## src/rtl/regfile_sequencer.sv

```systemverilog
// regfile_sequencer: micro-op sequencer driving the 16-bit register file
// (R1-R4, S1-S4). One command at a time over valid/ready. SWAP runs three
// steps and uses S4 as its temporary.
// Optional build macro: REGFILE_SEQ_SKID_EN adds a one-entry command skid
// buffer, so single-cycle ops can issue back-to-back.
module regfile_sequencer #(
  parameter int DATA_W = 16
) (
  input  logic              Clock,
  input  logic              Reset,
  input  logic              cmd_valid,
  output logic              cmd_ready,
  input  logic [2:0]        cmd_op,
  input  logic [2:0]        cmd_dst,
  input  logic [2:0]        cmd_src,
  input  logic [DATA_W-1:0] cmd_imm,
  input  logic [DATA_W-1:0] rf_outa,
  output logic [DATA_W-1:0] rf_i,
  output logic [2:0]        rf_funsel,
  output logic [3:0]        rf_regsel,
  output logic [3:0]        rf_scrsel,
  output logic [2:0]        rf_outasel,
  output logic [2:0]        rf_outbsel,
  output logic              done,
  output logic              err,
  output logic              busy
);

  localparam logic [2:0] OP_NOP  = 3'b000;
  localparam logic [2:0] OP_LDI  = 3'b001;
  localparam logic [2:0] OP_MOV  = 3'b010;
  localparam logic [2:0] OP_SWAP = 3'b011;
  localparam logic [2:0] OP_INC  = 3'b100;
  localparam logic [2:0] OP_DEC  = 3'b101;
  localparam logic [2:0] OP_CLR  = 3'b110;
  localparam logic [2:0] OP_ILL  = 3'b111;

  localparam logic [2:0] FS_DEC  = 3'b000;
  localparam logic [2:0] FS_INC  = 3'b001;
  localparam logic [2:0] FS_LOAD = 3'b010;
  localparam logic [2:0] FS_CLR  = 3'b011;

  localparam logic [2:0] SEL_S4  = 3'd7;

  typedef enum logic [2:0] {IDLE, EXEC, SW1, SW2, SW3} state_t;

  typedef struct packed {
    logic [2:0]        op;
    logic [2:0]        dst;
    logic [2:0]        src;
    logic [DATA_W-1:0] imm;
  } cmd_t;

  state_t state;
  cmd_t   cur;
  cmd_t   in_cmd;
  logic   accept;
  logic   final_st;

  assign in_cmd   = {cmd_op, cmd_dst, cmd_src, cmd_imm};
  assign accept   = cmd_valid & cmd_ready;
  assign final_st = (state == EXEC) || (state == SW3);
  assign busy     = (state != IDLE);

  // A SWAP touching S4 as an operand would clobber its own temporary, so it
  // is diverted to a single EXEC cycle that only reports err.
  function automatic state_t first_state(input cmd_t c);
    if (c.op == OP_SWAP && c.dst != SEL_S4 && c.src != SEL_S4)
      first_state = SW1;
    else
      first_state = EXEC;
  endfunction

  // Active-low one-hot enable over {regsel, scrsel}; index 0 = R1 ... 7 = S4.
  function automatic logic [7:0] en_low(input logic [2:0] idx);
    en_low = 8'hFF;
    en_low[3'd7 - idx] = 1'b0;
  endfunction

`ifdef REGFILE_SEQ_SKID_EN
  cmd_t skid;
  logic skid_full;
  assign cmd_ready = !skid_full;
`else
  assign cmd_ready = (state == IDLE);
`endif

  // Sequencer FSM, latched command, registered done/err and optional skid entry.
  always_ff @(posedge Clock or negedge Reset) begin
    if (!Reset) begin
      state <= IDLE;
      cur   <= '0;
      done  <= 1'b0;
      err   <= 1'b0;
`ifdef REGFILE_SEQ_SKID_EN
      skid      <= '0;
      skid_full <= 1'b0;
`endif
    end else begin
      done <= final_st;
      err  <= (state == EXEC) && (cur.op == OP_ILL || cur.op == OP_SWAP);
      case (state)
        IDLE: begin
          if (accept) begin
            cur   <= in_cmd;
            state <= first_state(in_cmd);
          end
        end
        EXEC, SW3: begin
`ifdef REGFILE_SEQ_SKID_EN
          // Chain straight into the next command with no IDLE bubble.
          if (skid_full) begin
            cur       <= skid;
            state     <= first_state(skid);
            skid_full <= 1'b0;
          end else if (accept) begin
            cur   <= in_cmd;
            state <= first_state(in_cmd);
          end else begin
            state <= IDLE;
          end
`else
          state <= IDLE;
`endif
        end
        SW1:     state <= SW2;
        SW2:     state <= SW3;
        default: state <= IDLE;
      endcase
`ifdef REGFILE_SEQ_SKID_EN
      // Mid-SWAP arrivals park in the skid entry until the final step.
      if (accept && busy && !final_st) begin
        skid      <= in_cmd;
        skid_full <= 1'b1;
      end
`endif
    end
  end

  // Register-file control decode from state and latched command.
  always_comb begin
    logic [7:0] en;
    en         = 8'hFF;
    rf_funsel  = FS_LOAD;
    rf_outasel = 3'd0;
    rf_outbsel = 3'd0;
    rf_i       = '0;
    case (state)
      EXEC: begin
        case (cur.op)
          OP_LDI: begin
            rf_i = cur.imm;
            en   = en_low(cur.dst);
          end
          OP_MOV: begin
            rf_outasel = cur.src;
            rf_i       = rf_outa;
            en         = en_low(cur.dst);
          end
          OP_INC: begin
            rf_funsel = FS_INC;
            en        = en_low(cur.dst);
          end
          OP_DEC: begin
            rf_funsel = FS_DEC;
            en        = en_low(cur.dst);
          end
          OP_CLR: begin
            rf_funsel = FS_CLR;
            en        = en_low(cur.dst);
          end
          default: en = 8'hFF;  // NOP, illegal, rejected SWAP
        endcase
      end
      SW1: begin
        rf_outasel = cur.dst;
        rf_i       = rf_outa;
        en         = en_low(SEL_S4);
      end
      SW2: begin
        rf_outasel = cur.src;
        rf_i       = rf_outa;
        en         = en_low(cur.dst);
      end
      SW3: begin
        rf_outasel = SEL_S4;
        rf_i       = rf_outa;
        en         = en_low(cur.src);
      end
      default: en = 8'hFF;
    endcase
    {rf_regsel, rf_scrsel} = en;
  end

endmodule

```

## config.mk

```make
export PLATFORM = sky130hd
export DESIGN_NAME = regfile_sequencer
export DESIGN_NICKNAME = d
export VERILOG_FILES = /design/src/rtl/regfile_sequencer.sv
export SDC_FILE = /design/constraint.sdc
export NUM_CORES = 1
export LEC_CHECK = 0
export ABC_AREA = 1
export ABC_CLOCK_PERIOD_IN_PS = 1200
export BUFFER_PORTS_ARGS = -buffer_cell sky130_fd_sc_hd__buf_2
export CORE_ASPECT_RATIO = 0.9
export CORE_MARGIN = 1
export CORE_UTILIZATION = 44
export CTS_CLUSTER_DIAMETER = 40
export CTS_CLUSTER_SIZE = 10
export DETAILED_ROUTE_END_ITERATION = 8
export PLACE_DENSITY = 0.74
export SLEW_MARGIN = 20
export SYNTH_ARGS = -nofsm -noshare
export SYNTH_HDL_FRONTEND = slang
export SYNTH_SLANG_ARGS = --single-unit
```

## constraint.sdc

```tcl
create_clock -name Clock -period 1.2 [get_ports Clock]
set_clock_uncertainty 0.05 [all_clocks]
set_input_delay 0.06 -clock Clock [delete_from_list [all_inputs] [get_ports Clock]]
set_output_delay 0.06 -clock Clock [all_outputs]
set_load 0.02 [all_outputs]
```

==> impl_metrics.yaml <==
outcome:
  status: "finished, violations left"
  violations: "negative setup slack"
clocking:
  cts_sinks: 30
  cts_made_buffers: 5
  ctsRootBufferMaster: "clkbuf_8"
  cts_tree: "built"
  clk_path_buf_depth: 2
  clk_latency_ns: 0.31
  clkTransAtPathRegs_ns: 0.07
  htreeDepth: 2
power:
  power_frac_comb: 0.739
  p_int_w: 0.00539
  p_leak_nw: 2.01
  power_frac_seq: 0.180
  power_frac_clock: 0.081
  switching_power_w: 0.00542
  ir_drop_v: 0.00185
  p_per_area_nw_per_um2: 2750
  p_sw_frac: 0.502
placement:
  dp.cells: 447
  hpwl_mm: 4.16
  dp_worst_setup_slack_ns: -0.326
  place_congestion: 0.801
  port_buffers: 76
  place_area_um2: 2730
setup_path:
  cp-end-kind: "output port"
  worst-path-buf-inv: 3
  crit_type: "reg -> out"
  cp_max_fo: 9
  arrival_ns: 1.84
  crit_family: "simple AND/OR/NAND/NOR gates"
  cpMostUsedCell: "nand2_1"
  cp.required_ns: 1.09
  max_stage_delay_ns: 0.46
  r2r_start: "state[0]"
  path_cells: "buf_4 -> nand2_8 -> inv_1 -> nand2_1 -> nand2_1 -> nor2_1 -> nand2_2 -> buf_6"
  ff2ff_setup_slack_ns: -0.57
  crit_slowest_cell: "dfrtp_2"
  r2r-end: "state[1]"
  cp-start-kind: "flop"
  ff2ff_path_depth: 9
floorplanning:
  core_area_um2: 4210
  die_area_um2: 4780
  fp-row-count: 22
  num_io_pins: 81
  start_util: 0.471
  die_w_um: 72.8
  die_y_um: 65.7
timing:
  fin_crit_ns: 1.95
  fin_ws_ns: -0.753
  fmax_mhz: 512
  setup_viol: 61
  hold_viol: 0
  tns_ns: -31.05
  post-route-period-util: 1.63
  rsz0062_at_grt: "true"
  drv_slew: 0
cells_and_area:
  finish.utilization: 0.935
  final_cell_area_um2: 3940
  final_nets: 488
  drive_gt1_frac: 0.567
  synthToLayoutAreaGrowth_pct: 98.5
  final_cells: 504
  fill_cells: 147
route:
  post-route-drc-count: 0
  drtIter0Drc: 435
  via_per_inst: 6.44
  antenna_left: 0
  dr.pass1.iters: 8
  wire_per_inst_um: 23.5
  wl_mm: 11.9
  vias: 3247
run:
  max_cap_violations: 0
hold_path:
  worstHoldPathType: "in -> reg"
  min_to: "cur[16]"
  whs_path_depth: 3
  worstHoldStart: "cmd_src[0]"
synth:
  ys_seq_elements: 30
  postSynthCellCount: 288
  synth_top_area_share: 0.379
  synth.area.top_cells: "dfrtp_1, nand2_1, nand3_1, nor2_1, buf_6"
  yosys.area.top_type: "dfrtp_1"
  synth_cell_types: 26
  avgSynthCellArea_um2: 6.89
  yosysSeqAreaShare: 0.379
  synth_area_um2: 1980
  ys_warn_count: 0
grt:
  grt_pass1_wl_mm: 13.6
  grt_max_degree: 31
  use_met3: 0.0706
  busiest_layer: "met2"
  antenna_found_initial: 1
  grt_pass1_vias: 2788
  grtUsageTotal: 0.389
  use_met2: 0.661
  met1_usage: 0.460
  overflow: 0
## stage by stage
stage	total power (W)	hold slack (ns)
5_1_grt	0.0111	0.0167
6_report	0.0108	0.00541
4_1_cts	0.00921	0.00360
3_5_place_dp	0.00634	0.0437
2_1_floorplan	0.00483	-0.286
3_3_place_gp	0.00622	0.0390
## cells in the final DEF, fill, tap and decap left out, drive strengths merged
cell	synthesis	final
a31oi	3	3
nand4	1	1
nor2	27	28
conb	1	4
diode	0	1
o21ai	23	23
dfrtp	30	30
a21boi	1	1
inv	20	20
bufbuf	0	1
nand2	113	115
nand3	37	37
a21oi	13	13
nor3	3	3
dlygate4sd3	0	21
clkbuf	1	6
buf	15	137
## logic make-up after synthesis
kind of cell	count (synthesis)	share of synthesized area
AND/OR/NAND/NOR	181	0.409
AO/OA/AOI/OAI	40	0.106
buffers and inverters	36	0.105
flip-flops	30	0.379
other	1	0.00189
## flip-flops by register name (all words and copies together) (netlist names)
signal and count:
err 1, done 1, state 3, cur 25
## Yosys cell counts (all sizes together)
library cell  number
nand2            113
nand3             37
dfrtp             30
nor2              27
o21ai             23
inv               20
buf               15
a21oi             13
a31oi              3
nor3               3
a21boi             1
clkbuf             1
conb               1
nand4              1
## power by group through the flow
stage | clock network (W) | logic (W) | registers, W
after CTS | 0.000824 | 0.00659 | 0.00179
after global placement | 0 | 0.00444 | 0.00178
after floorplan | 0 | 0.00302 | 0.00180
after global routing | 0.000911 | 0.00820 | 0.00199
after detailed placement | 0 | 0.00453 | 0.00180
final | 0.000876 | 0.00799 | 0.00194
## repair_timing
item	4_1_cts	5_1_grt
hold buffers	21	0
gates resized for setup	127	57
gates cloned	5	1
hold endpoints to repair	50	0
setup endpoints to repair	58	59
buffers inserted	21	7
pin swaps	34	30
## per-layer routing
metal  wire length (um)  vias up
li1                   -     1240
met1               3660     1453
met2               5360      384
met3               1560      170
met4               1290        0
met5                  0        -
## area by class of cell
| type | instances | area, um2 | area share |
|---|---|---|---|
| repair buffers | 159 | 1410 | 0.358 |
| clock buffers | 6 | 82.6 | 0.0210 |
| flip-flops and latches | 30 | 754 | 0.192 |
| inverters | 20 | 103 | 0.0261 |
| multi-input cells | 228 | 1510 | 0.384 |
| diodes | 1 | 2.50 | 0.000636 |
| well taps | 60 | 75.1 | 0.0191 |
## how the worst max path moves through the flow
stage                     startpoint             to  slack [ns]  cells past startpoint
final                       state[1]   rf_scrsel[2]       -0.75                      8
after global routing        state[2]   rf_regsel[3]       -0.73                      8
after CTS                   state[0]  rf_outasel[1]       -0.51                      8
after detailed placement    state[2]  rf_outasel[1]       -0.33                      7
after global placement      state[2]  rf_outasel[2]       -0.24                      7
after floorplan             state[0]        cur[13]       -0.12                      7
## worst register-to-register path, stage by stage, from the launching register on
cell	delay [ns]
dfrtp_1	0.42
buf_4	0.17
buf_4	0.13
buf_4	0.15
nor2_4	0.19
inv_4	0.08
buf_4	0.14
buf_4	0.12
buf_4	0.13
a21oi_2	0.13
Power figures use the tool's default switching activity.
